===== config.mk =====
export PLATFORM = sky130hd
export DESIGN_NAME = aes_round_ctrl_flat
export DESIGN_NICKNAME = d
export VERILOG_FILES = /design/src/rtl/aes_pkg.sv /design/src/rtl/aes_round_ctrl_if.sv /design/src/rtl/add128.sv /design/src/rtl/aes_round_ctrl.sv /design/src/flat_wrapper.sv
export SDC_FILE = /design/constraint.sdc
export NUM_CORES = 1
export LEC_CHECK = 0
export ABC_AREA = 1
export CAP_MARGIN = 20
export CORE_AREA = 2 2 307 309
export CTS_CLUSTER_SIZE = 28
export DETAILED_ROUTE_END_ITERATION = 6
export DIE_AREA = 0 0 309 311
export PLACE_DENSITY_LB_ADDON = 0.2
export SKIP_CTS_REPAIR_TIMING = 1
export SLEW_MARGIN = 25
export SYNTH_ARGS = -nofsm -noshare
export SYNTH_HDL_FRONTEND = slang
export SYNTH_HIERARCHICAL = 1
export SYNTH_SLANG_ARGS = --single-unit

===== constraint.sdc =====
create_clock -name clk -period 6.1 [get_ports clk]
set_clock_uncertainty 0.2 [all_clocks]
set_input_delay 1.83 -clock clk [delete_from_list [all_inputs] [get_ports clk]]
set_output_delay 1.83 -clock clk [all_outputs]
set_load 0.02 [all_outputs]

===== src/rtl/aes_pkg.sv =====
// Shared AES definitions: round counts per key size, controller FSM states, block type.
package aes_pkg;

    localparam int unsigned NR_AES128 = 10;
    localparam int unsigned NR_AES192 = 12;
    localparam int unsigned NR_AES256 = 14;
    localparam int unsigned BLK_W     = 128;

    typedef logic [BLK_W-1:0] block_t;

    typedef enum logic [1:0] {
        IDLE,
        ROUND,
        FINAL,
        DONE
    } fsm_e;

endpackage


===== src/rtl/aes_round_ctrl_if.sv =====
// Block I/O bundle: plaintext in and ciphertext out, each with a valid/ready pair.
interface aes_round_ctrl_if;
    import aes_pkg::*;

    logic   in_valid;
    logic   in_ready;
    block_t in_data;
    logic   out_valid;
    logic   out_ready;
    block_t out_data;

    modport master (
        output in_valid, in_data, out_ready,
        input  in_ready, out_valid, out_data
    );

    modport slave (
        input  in_valid, in_data, out_ready,
        output in_ready, out_valid, out_data
    );

endinterface


===== src/rtl/add128.sv =====
// 128-bit GF(2) addition, i.e. the AddRoundKey XOR.
module add128
    import aes_pkg::*;
(
    input  block_t a,
    input  block_t b,
    output block_t y
);

    assign y = a ^ b;

endmodule


===== src/rtl/aes_round_ctrl.sv =====
// Iterative AES encrypt round sequencer: one shared AddRoundKey XOR, external round
// logic and key store, valid/ready block I/O.
module aes_round_ctrl
    import aes_pkg::*;
#(
    parameter int unsigned NR     = NR_AES128,
    parameter int unsigned RIDX_W = 4
) (
    input  logic              clk,
    input  logic              rst_n,
    aes_round_ctrl_if.slave   blk,
    output logic [RIDX_W-1:0] rk_idx,
    input  block_t            rk,
    output block_t            rf_state,
    input  block_t            rf_mix,
    input  block_t            rf_final,
    output logic              busy
);

    fsm_e              fsm;
    logic [RIDX_W-1:0] round;
    block_t            state;
    block_t            xor_a;
    block_t            xor_y;
    logic              last_round;

    assign last_round   = (round == RIDX_W'(NR - 1));
    assign rf_state     = state;
    assign blk.out_data = state;

    // Route whichever operand the current phase needs into the shared XOR.
    always_comb begin
        xor_a = rf_final;
        case (fsm)
            IDLE:    xor_a = blk.in_data;
            ROUND:   xor_a = rf_mix;
            default: xor_a = rf_final;
        endcase
    end

    add128 u_add (
        .a (xor_a),
        .b (rk),
        .y (xor_y)
    );

    // rk_idx is registered one step ahead so the key store sees the index of the current phase.
    always_ff @(posedge clk) begin
        if (!rst_n) begin
            fsm           <= IDLE;
            round         <= '0;
            state         <= '0;
            rk_idx        <= '0;
            busy          <= 1'b0;
            blk.in_ready  <= 1'b0;
            blk.out_valid <= 1'b0;
        end else begin
            case (fsm)
                IDLE: begin
                    if (blk.in_valid && blk.in_ready) begin
                        state        <= xor_y;
                        round        <= RIDX_W'(1);
                        rk_idx       <= RIDX_W'(1);
                        busy         <= 1'b1;
                        blk.in_ready <= 1'b0;
                        fsm          <= ROUND;
                    end else begin
                        blk.in_ready <= 1'b1;
                    end
                end
                ROUND: begin
                    state  <= xor_y;
                    round  <= round + RIDX_W'(1);
                    rk_idx <= round + RIDX_W'(1);
                    if (last_round) begin
                        fsm <= FINAL;
                    end
                end
                FINAL: begin
                    state         <= xor_y;
                    rk_idx        <= '0;
                    busy          <= 1'b0;
                    blk.out_valid <= 1'b1;
                    fsm           <= DONE;
                end
                DONE: begin
                    if (blk.out_ready) begin
                        blk.out_valid <= 1'b0;
                        blk.in_ready  <= 1'b1;
                        round         <= '0;
                        fsm           <= IDLE;
                    end
                end
                default: fsm <= IDLE;
            endcase
        end
    end

endmodule


===== src/flat_wrapper.sv =====
// flat-port wrapper written by rule: the top's interface ports become plain ports
module aes_round_ctrl_flat import aes_pkg::*;
#(
    parameter int unsigned NR     = NR_AES128,
    parameter int unsigned RIDX_W = 4
)
  (clk, rst_n, rk_idx, rk, rf_state, rf_mix, rf_final, busy, blk_in_valid, blk_in_data, blk_out_ready, blk_in_ready, blk_out_valid, blk_out_data);
  aes_round_ctrl_if blk_i ();
  input  logic clk;
  input  logic rst_n;
  output logic [RIDX_W-1:0] rk_idx;
  input  block_t rk;
  output block_t rf_state;
  input  block_t rf_mix;
  input  block_t rf_final;
  output logic busy;
  input wire logic [$bits(blk_i.in_valid)-1:0] blk_in_valid;
  input wire logic [$bits(blk_i.in_data)-1:0] blk_in_data;
  input wire logic [$bits(blk_i.out_ready)-1:0] blk_out_ready;
  output wire logic [$bits(blk_i.in_ready)-1:0] blk_in_ready;
  output wire logic [$bits(blk_i.out_valid)-1:0] blk_out_valid;
  output wire logic [$bits(blk_i.out_data)-1:0] blk_out_data;
  assign blk_i.in_valid = blk_in_valid;
  assign blk_i.in_data = blk_in_data;
  assign blk_i.out_ready = blk_out_ready;
  assign blk_in_ready = blk_i.in_ready;
  assign blk_out_valid = blk_i.out_valid;
  assign blk_out_data = blk_i.out_data;
  aes_round_ctrl #(.NR(NR), .RIDX_W(RIDX_W)) u_core (.clk(clk), .rst_n(rst_n), .blk(blk_i), .rk_idx(rk_idx), .rk(rk), .rf_state(rf_state), .rf_mix(rf_mix), .rf_final(rf_final), .busy(busy));
endmodule

== Word level (Yosys, flattened, before mapping) ==
Cells that the tools add are included.
Cells by class
  add/sub/neg operators: 1
  multipliers: 0
  divide/modulo/power cells: 0
  $lt $le $gt $ge: 0
  eq/ne operators: 7
  shift-type cells: 0
  multiplexer cells: 18
  bitwise operators: 1
  reductions and logical operators: 16
Operators with widths (count)
  128-bit one-hot mux with 2 select lines: 2
  128-bit 2-to-1 mux: 1
  128-bit bitwise XOR: 1
  4-bit one-hot mux with 3 select lines: 2
  2-bit AND reduction: 5
  4-bit 2-to-1 mux: 2
  2-bit one-hot mux with 4 select lines: 1
  2-bit nonzero test: 4
  2-bit 2-to-1 mux: 3
  1-bit one-hot mux with 2 select lines: 3
  3-bit AND reduction: 2
  3-bit nonzero test: 2
  4-bit by 1-bit adder with 4-bit output, second input constant: 1
  2-bit equality test, second input constant: 2
  4-bit equality test, second input constant: 1
  1-bit 2-to-1 mux: 4
  2-bit by 1-bit inequality test with 1-bit output, second input constant: 2
  2-bit by 1-bit equality test with 1-bit output, second input constant: 1
  2-bit logical NOT: 1
  2-bit inequality test, second input constant: 1
  2-bit OR reduction: 1
  1-bit logical AND: 1
Storage, ports and cells
  register bits: 141
  latch bits: 0
  memory bits (writable): 0
  bits in read-only memories: 0
  input port bits: 516
  logic and storage cells: 50
  memories: 0

== Logic depth before layout (Yosys ltp) ==
Gate-level depths: netlist of the first run.
  depth in word-level cells: 5
  depth in mapped cells: 15

== Hierarchy ==
The synthesis of the first run kept the hierarchy.
By module, submodules not included
  aes_round_ctrl: times used 1, cells each 1225, area each 8625.8 um^2
  add128: times used 1, cells each 640, area each 2402.3 um^2

== Worst setup path before layout of the first run ==
OpenSTA, ideal clock, no wires.
  kind: input to register
  from: in rst_n
  to: reg u_core.state[47], in the netlist u_core/blk.out_data[47]
  setup time: 0.064 ns
  arrival: 2.633 ns
  slack: 3.202 ns
  stages: 5
  path buffers: 3
  cells stage by stage: buf_2 > clkbuf_1 > clkbuf_1 > o21ai_0 > nor2_1
RTL lines
  start: declaration: line flat_wrapper.sv:10  | input logic rst_n;
  end signal: assignment: line aes_round_ctrl.sv:61  | state <= xor_y;
  end signal: assignment: line aes_round_ctrl.sv:72  | state <= xor_y;
  end signal: assignment: line aes_round_ctrl.sv:80  | state <= xor_y;
  end: declaration: line aes_round_ctrl.sv:22  | block_t state;

== Worst setup path in the final report of the first run ==
  from: reg u_core.state[119], in the netlist u_core/blk.out_data[119]
  to: out blk_out_data[119]
RTL lines
  end: declaration: line flat_wrapper.sv:22  | output wire logic [$bits(blk_i.out_data)-1:0] blk_out_data;
No word-level cell between the ends.

==> impl_metrics.tcl, run 1 <==
set metrics [dict create \
    post-place-ws_ns 2.12 \
    post-route-min-period_ns 3.92 \
    fin_ws_ns 2.18 \
    synth_top_cell_by_area "dfxtp_1" \
    crit_path_max_fanout 3 \
    fin_nets 2973 \
    cp_top_family "buffers and inverters" \
    synth.top_cells.by_area "dfxtp_1 26%, nand2_1 18%, o21ai_0 10%" \
    rows 112 \
    clk_pin_slew_ns 0.07 \
    areaGrowthSynthToFinish_pct 78.3 \
    startpoint_type "flop" \
    cpMaxStageDelayCell "clkdlybuf4s50_1" \
    cts_buffer_depth 2 \
    numPortBuffers 778 \
    internal-power_uw 4340 \
    switchingPower_uw 4710 \
    detail-route-antenna-nets 0 \
    antenna_found_initial 4 \
    synth_seq_cells 141 \
    die_w_um 309 \
    synthFlopType "dfxtp_1" \
    crit_path_cell_trace "clkdlybuf4s50_1" \
    drcViolationCount 0 \
    p_leak_uw 0.00856 \
    clkPwrFrac 0.118 \
    grt_pass1_wl_um 88100 \
    fin_setup_tns_ns 0 \
    clock_sinks 141 \
    cp.arrival_ns 1.89 \
    vdd_drop_max_v 0.000226 \
    die_h_um 311 \
    power_density_nw_per_um2 460 \
    fin_crit_sh 0.643 \
    placed_area_um2 19100 \
    drv_slew 0 \
    initial_core_util 0.119 \
    regArea_um2 2820 \
    criticalPathCategory "reg -> out" \
    grt_pass1_vias 13100 \
    cts-buffers-inserted 17 \
    syn_area_per_cell_um2 5.91 \
    drive_gt1_frac 0.0337 \
    grt_setup_unrepaired "false" \
    worst_pin_slew_ns 0.788 \
    core_area_um2 92800 \
    cts_root_buffer "clkbuf_16" \
    clkLatencyLatePin_ns 0.46 \
    overflow 0 \
    critPathBufInv 1 \
    synth-edff-count 0 \
    place.gp.congestion 0.774 \
    status "finished clean" \
    synth_top_area_frac 0.256 \
    hold_class "reg -> reg" \
    syn_nets 2389 \
    fillCellCount 10600 \
    totalWireLength_um 61800 \
    end_kind "primary output" \
    grt.total_usage 0.125 \
    via_per_inst 3.56 \
    finish.utilization 0.212 \
    setup_viol 0 \
    dr.pass1.iters 5 \
    yosys.cell_types.count 25 \
    slew_headroom 0.469 \
    routedWlPerCell_um 16.6 \
    layout_commonest_cell "clkdlybuf4s50_1" \
    cp.required_ns 4.07 \
    multi_input_area_um2 5710 \
    yosysWarnings 6 \
    detailed_place_hpwl_um 48900 \
    ioPinCount 779 \
    synthArstFlopShare 0 \
    p_sw_frac 0.520 \
    fmax_mhz 255 \
    drtIter0Drc 696 \
    syn_inst 1865 \
    vias 13200 \
    p_seq_frac 0.194 \
    grt_max_degree 118 \
    slowest_delay_ns 0.72 \
    ys_seq_area_frac 0.256 \
    combPwrFrac 0.689 \
    stdcell_area_um2 19700 \
    synth_area_um2 11000 \
    cts_tree "built" \
    die-area_um2 96100 \
    hold_viol 0 \
    cap_violations 0 \
    layout_common_cells "777 x clkdlybuf4s50_1, 534 x nand2_1, 272 x inv_1" \
    htree_levels 4 \
]
## worst min-delay path, stage by stage, from the launching register on
cell and delay (ns):
dfxtp_1 0.31, nand2_1 0.06, a21oi_1 0.05
## state kept, by name (all words and copies together), names as in the netlist
signal and cells:
u_core/blk.in_ready 1, u_core/blk.out_data 128, u_core/blk.out_valid 1, u_core/busy 1
u_core/fsm 2, u_core/rk_idx 4, u_core/round 4
## layout make-up
cell class	instances	share of cell area
antenna	2	0.000255
clock buffer	21	0.0229
clock inverter	11	0.00566
inverter	273	0.0524
multi-input combinational	1223	0.291
sequential	141	0.144
tap	1254	0.0798
timing repair buffer	793	0.405
## cell families (layout without fill, tap and decap cells)
| logic type | Yosys count | after routing | share of synthesized area |
|---|---|---|---|
| adders and majority gates | 8 | 8 | 0.00908 |
| DFF | 141 | 141 | 0.256 |
| buffers and inverters | 501 | 1098 | 0.229 |
| and+or+nand+nor | 813 | 813 | 0.279 |
| AOI/OAI and AO/OA | 401 | 401 | 0.226 |
| other | 0 | 2 | 0 |
| xor gates and xnor gates | 1 | 1 | 0.000794 |
## synthesized netlist by cell type (5+ instances only)
library cell,instances
inv_1,272
a22oi_2,31
nor2_1,269
dfxtp_1,141
nand3_1,5
buf_2,32
buf_6,15
buf_4,131
a22oi_1,97
clkbuf_1,48
nand2_1,534
o21ai_1,31
ha_1,8
o21ai_0,231
a21oi_1,8
## final timing paths
path	startpoint	to	slack, ns	cells past startpoint
max reg2reg	u_core/fsm[0]$_SDFFE_PN0P_	u_core/blk.out_data[79]$_SDFFE_PN0P_	3.03	12
min reg2reg	u_core/rk_idx[3]$_SDFFE_PN0P_	u_core/rk_idx[3]$_SDFFE_PN0P_	0.27	2
max	u_core/blk.out_data[119]$_SDFFE_PN0P_	blk_out_data[119]	2.18	1
min	u_core/rk_idx[3]$_SDFFE_PN0P_	u_core/rk_idx[3]$_SDFFE_PN0P_	0.27	2
## routing by layer
| layer | vias to the layer above | wire length (um) | global-route usage |
|---|---|---|---|
| li1 | 6863 | - | - |
| met1 | 5891 | 26300 | 0.150 |
| met2 | 455 | 31400 | 0.227 |
| met3 | 24 | 3560 | 0.0287 |
| met4 | 0 | 504 | 0.0233 |
| met5 | - | 0 | 0 |
## metrics by stage
step / hold WS, ns / cells / total power (uW)
after detailed placement: 0.261 / 3684 / 8160
after global routing: 0.300 / 3717 / 9910
final: 0.272 / 3718 / 9050
after floorplan: 0.272 / 1865 / 5670
after global placement: 0.252 / 3684 / 8130
after CTS: 0.283 / 3716 / 9320
## power by group through the flow
| stage | Clock [uW] | Sequential, uW | Combinational (uW) |
|---|---|---|---|
| 6_report | 1070 | 1750 | 6230 |
| 5_1_grt | 1170 | 1810 | 6940 |
| 4_1_cts | 1160 | 1780 | 6380 |
| 3_5_place_dp | 0 | 1790 | 6370 |
| 3_3_place_gp | 0 | 1800 | 6330 |
| 2_1_floorplan | 0 | 1960 | 3710 |
No activity file was read; power rests on OpenSTA's default activity.
==> run 2: changes to the inputs <==
Settings changed: CORE_AREA 2 2 307 309 to 2 2 306 308, DIE_AREA 0 0 309 311 to 0 0 308 310.
Clock period 6.1 ns to 3.2 ns, I/O delays scaled along.
==> run 2 against run 1 <==
Sequential power increased by 89%. Worst hold slack got worse by 0.0040 ns. Utilization is 0.46 points higher. Final area up 1.9%. Critical path depth unchanged. Setup slack got worse by 1.8 ns. Sequential share of layout area fell by 0.26 points. Combinational power is 99% higher.
==> impl_metrics.tcl, run 2 (synthesis gave the netlist of run 1 again) <==
set metrics [dict create \
    status "finished clean" \
    finish.utilization 0.217 \
    fin_crit_sh 0.880 \
    die-area_um2 95500 \
    detailed_place_hpwl_um 48800 \
    fin_ws_ns 0.383 \
    slowest_delay_ns 0.68 \
    startpoint_type "flop" \
    grt_max_degree 71 \
    largest_reg_flops 128 \
    multi_input_area_um2 5710 \
    critPathBufInv 1 \
    setup_viol 0 \
    dr.pass1.iters 5 \
    stdcell_area_um2 20000 \
    fin_setup_tns_ns 0 \
    whs_path_depth 2 \
    drv_slew 0 \
    p_leak_uw 0.00881 \
    cts_buffer_depth 2 \
    combPwrFrac 0.695 \
    hold_start "u_core/rk_idx[3]$_SDFFE_PN0P_" \
    areaGrowthSynthToFinish_pct 81.6 \
    cpMaxStageDelayCell "clkdlybuf4s50_1" \
    whs_endpoint "u_core/rk_idx[3]$_SDFFE_PN0P_" \
    htree_levels 4 \
    layout_commonest_cell "clkdlybuf4s50_1" \
    layout_common_cells "777 x clkdlybuf4s50_1, 534 x nand2_1, 272 x inv_1" \
    r2r_end "u_core/blk.out_data[85]$_SDFFE_PN0P_" \
    antenna_found_initial 7 \
    post-place-ws_ns 0.342 \
    switchingPower_uw 8990 \
    via_per_inst 3.60 \
    p_seq_frac 0.186 \
    overflow 0 \
    crit_path_cell_trace "clkdlybuf4s50_1" \
    cts-buffers-inserted 17 \
    worst_pin_slew_ns 0.593 \
    fin_nets 3010 \
    cts_tree "built" \
    grt.total_usage 0.119 \
    vias 13300 \
    placed_area_um2 19400 \
    cp.required_ns 2.04 \
    hold_class "reg -> reg" \
    path_depth 1 \
    hold_viol 0 \
    fmax_mhz 355 \
    fillCellCount 10400 \
    drive_gt1_frac 0.0488 \
    post-route-min-period_ns 2.82 \
    grt_pass1_wl_um 83600 \
    slew_headroom 0.601 \
    place.gp.congestion 0.779 \
    cts_root_buffer "clkbuf_16" \
    grt_pass1_vias 13100 \
    die_w_um 308 \
    clock_sinks 141 \
    end_kind "primary output" \
    numPortBuffers 778 \
    reg2reg_slack_ns 0.56 \
    r2r_cells 12 \
    crit_path_max_fanout 3 \
    drcViolationCount 0 \
    internal-power_uw 8830 \
    regArea_um2 2820 \
    drtIter0Drc 552 \
    cp_top_family "buffers and inverters" \
    routedWlPerCell_um 16.1 \
    fin_total_pwr_uw 17800 \
    cap_violations 0 \
    cp.arrival_ns 1.66 \
    grt_setup_unrepaired "false" \
    detail-route-antenna-nets 0 \
    criticalPathCategory "reg -> out" \
    clkPwrFrac 0.119 \
    clk_pin_slew_ns 0.07 \
    core_area_um2 92500 \
    rows 112 \
    vdd_drop_max_v 0.000440 \
    ioPinCount 779 \
    die_h_um 310 \
    initial_core_util 0.119 \
    totalWireLength_um 59400 \
    power_density_nw_per_um2 890 \
    p_sw_frac 0.505 \
    clkLatencyLatePin_ns 0.46 \
    r2r-start "u_core/fsm[1]$_SDFFE_PN0P_" \
]
[run 2: cell types whose count changed in the layout (fill, tap and decap cells not counted), sizes merged]
cell / previous run / this run
clkinv: 2 / 8
diode: 2 / 1
bufinv: 1 / 2
clkbuf: 21 / 19
buf: 16 / 53
clkinvlp: 5 / 0
[run 2: power groups by stage]
stage	Clock (uW)	Sequential, uW	Combinational [uW]
CTS	2250	3370	12600
detailed placement	0	3390	12600
floorplan	0	3740	7070
global route	2300	3420	13800
finish	2130	3310	12400
global placement	0	3400	12600
[run 2: cell type report]
class                      instances  area share
antenna                            1    0.000125
clock inverter                    13     0.00781
timing repair buffer             830       0.418
inverter                         273      0.0514
tap                             1197      0.0748
clock buffer                      19      0.0221
multi-input combinational       1223       0.285
sequential                       141       0.141
[run 2: per-stage QoR]
| step | hold slack [ns] | std cells |
|---|---|---|
| after global routing | 0.284 | 3696 |
| after floorplan | 0.272 | 1865 |
| after CTS | 0.273 | 3696 |
| final | 0.268 | 3697 |
| after global placement | 0.259 | 3664 |
| after detailed placement | 0.263 | 3664 |
[run 2: how the worst max path moves through the flow]
stage,from,slack (ns),endpoint
final,u_core/blk.out_data[87]$_SDFFE_PN0P_,0.38,blk_out_data[87]
after detailed placement,blk_in_data[126],0.34,u_core/blk.out_data[126]$_SDFFE_PN0P_
after floorplan,u_core/fsm[0]$_SDFFE_PN0P_,1.04,u_core/blk.out_data[20]$_SDFFE_PN0P_
after CTS,u_core/blk.out_data[54]$_SDFFE_PN0P_,0.31,rf_state[54]
after global placement,blk_in_data[126],0.38,u_core/blk.out_data[126]$_SDFFE_PN0P_
after global routing,u_core/blk.out_data[54]$_SDFFE_PN0P_,0.30,blk_out_data[54]
[run 2: worst register-to-register path, stage by stage (launching register included)]
cell and delay, ns:
dfxtp_1 0.38, inv_1 0.15, ha_1 0.29, nor2_4 0.26, buf_12 0.30, a22oi_1 0.24, o21ai_0 0.22, buf_4 0.21
inv_1 0.04, nand2_1 0.04, nand2_1 0.05, nor2_1 0.10, nor2_1 0.05
[run 2: metal layers]
| metal | vias up | share of wire | track usage |
|---|---|---|---|
| met2 | 419 | 0.50 | 0.212 |
| met1 | 5916 | 0.43 | 0.144 |
| li1 | 6933 | - | - |
| met5 | - | 0.0011 | 0 |
| met4 | 10 | 0.0079 | 0.0216 |
| met3 | 31 | 0.060 | 0.0322 |
==> run 3: changes to the inputs <==
Settings changed: PLACE_DENSITY from default to 0.4, PLACE_DENSITY_LB_ADDON 0.2 to default.
==> run 3 against run 2 <==
Utilization is the same. Register-to-register slack gained 0.06 ns. Flip-flop and latch count is the same. Clock power grew 4%. Global-route usage grew 0.28 points. Setup slack lost 0.13 ns. Worst hold slack lost 0.0086 ns. Cell count is essentially flat. Wire length grew 2.1%. Sequential share of layout area is the same. Via count is essentially flat. Non-clock buffer count shrank 1.
==> impl_metrics.tcl, run 3 (synthesis gave the netlist of run 1 again) <==
set metrics [dict create \
    cts_buffer_depth 2 \
    slew_headroom 0.582 \
    cts_root_buffer "clkbuf_16" \
    drcViolationCount 0 \
    fin_nets 3009 \
    rows 112 \
    fmax_mhz 339 \
    clkPwrFrac 0.123 \
    layout_commonest_cell "clkdlybuf4s50_1" \
    cts_tree "built" \
    p_leak_uw 0.00881 \
    status "finished clean" \
    drv_slew 0 \
    vias 13300 \
    die_h_um 310 \
    largest_reg_flops 128 \
    power_density_nw_per_um2 897 \
    initial_core_util 0.119 \
    drive_gt1_frac 0.0488 \
    routedWlPerCell_um 16.4 \
    totalWireLength_um 60600 \
    fin_crit_sh 0.922 \
    post-place-ws_ns 0.233 \
    overflow 0 \
    clk_pin_slew_ns 0.08 \
    fin_setup_tns_ns 0 \
    grt.total_usage 0.122 \
    htree_levels 4 \
    post-route-min-period_ns 2.95 \
    p_sw_frac 0.502 \
    hold_class "reg -> reg" \
    setup_viol 0 \
    drtIter0Drc 585 \
    critPathBufInv 1 \
    crit_path_max_fanout 3 \
    cts-buffers-inserted 17 \
    diodes 0 \
    clock_sinks 141 \
    fillCellCount 10400 \
    crit_path_cell_trace "clkdlybuf4s50_1" \
    layout_common_cells "777 x clkdlybuf4s50_1, 534 x nand2_1, 272 x inv_1" \
    cp_top_family "buffers and inverters" \
    criticalPathCategory "reg -> out" \
    cap_violations 0 \
    grt_max_degree 72 \
    cp.required_ns 2.04 \
    vdd_drop_max_v 0.000490 \
    internal-power_uw 8960 \
    p_seq_frac 0.186 \
    end_kind "primary output" \
    detailed_place_hpwl_um 49900 \
    die_w_um 308 \
    startpoint_type "flop" \
    slowest_delay_ns 0.70 \
    antenna_found_initial 3 \
    fin_ws_ns 0.251 \
    place.gp.congestion 0.791 \
    combPwrFrac 0.691 \
    ioPinCount 779 \
    switchingPower_uw 9010 \
    grt_pass1_vias 13300 \
    cp.arrival_ns 1.79 \
    dr.pass1.iters 5 \
    grt_pass1_wl_um 85000 \
    areaGrowthSynthToFinish_pct 81.6 \
    detail-route-antenna-nets 0 \
    clkLatencyLatePin_ns 0.46 \
    core_area_um2 92500 \
    numPortBuffers 778 \
    hold_viol 0 \
    finish.utilization 0.217 \
    worst_pin_slew_ns 0.625 \
    via_per_inst 3.60 \
    grt_setup_unrepaired "false" \
    cpMaxStageDelayCell "clkdlybuf4s50_1" \
    die-area_um2 95500 \
]
-- run 3: final timing paths --
check | cells after the start | slack [ns] | startpoint | end
worst max-delay path | 1 | 0.25 | u_core/blk.out_data[50]$_SDFFE_PN0P_ | rf_state[50]
worst min-delay path | 2 | 0.26 | u_core/rk_idx[1]$_SDFFE_PN0P_ | u_core/rk_idx[1]$_SDFFE_PN0P_
worst max register to register | 13 | 0.62 | u_core/fsm[1]$_SDFFE_PN0P_ | u_core/blk.out_data[6]$_SDFFE_PN0P_
worst min register to register | 2 | 0.26 | u_core/rk_idx[1]$_SDFFE_PN0P_ | u_core/rk_idx[1]$_SDFFE_PN0P_
-- run 3: cell type report --
class / count / area, um2 / area share
clock inverter: 11 / 154 / 0.00768
inverter: 273 / 1030 / 0.0514
multi-input combinational: 1223 / 5710 / 0.285
timing repair buffer: 829 / 8330 / 0.416
clock buffer: 21 / 480 / 0.0240
sequential: 141 / 2820 / 0.141
tap: 1197 / 1500 / 0.0748
-- run 3: stage by stage --
stage               instance area [um2]  hold slack (ns)  std cells  total power, uW
global placement                  19400            0.252       3663            16100
detailed placement                19400            0.254       3663            16000
global route                      20000            0.289       3695            19600
finish                            20000            0.260       3695            18000
floorplan                         11000            0.272       1865            10800
CTS                               20000            0.263       3695            18400
-- run 3: power by group through the flow --
| stage | logic [uW] | clock network (uW) | registers [uW] |
|---|---|---|---|
| floorplan | 7070 | 0 | 3740 |
| finish | 12400 | 2220 | 3330 |
| global route | 13800 | 2420 | 3440 |
| global placement | 12600 | 0 | 3430 |
| CTS | 12700 | 2380 | 3400 |
| detailed placement | 12600 | 0 | 3420 |
-- run 3: metal layers --
layer,vias up,part of all wire,track usage
met5,-,0.00026,0
met4,2,0.0083,0.0225
met3,27,0.063,0.0329
met2,453,0.51,0.221
met1,5911,0.42,0.143
li1,6913,-,-
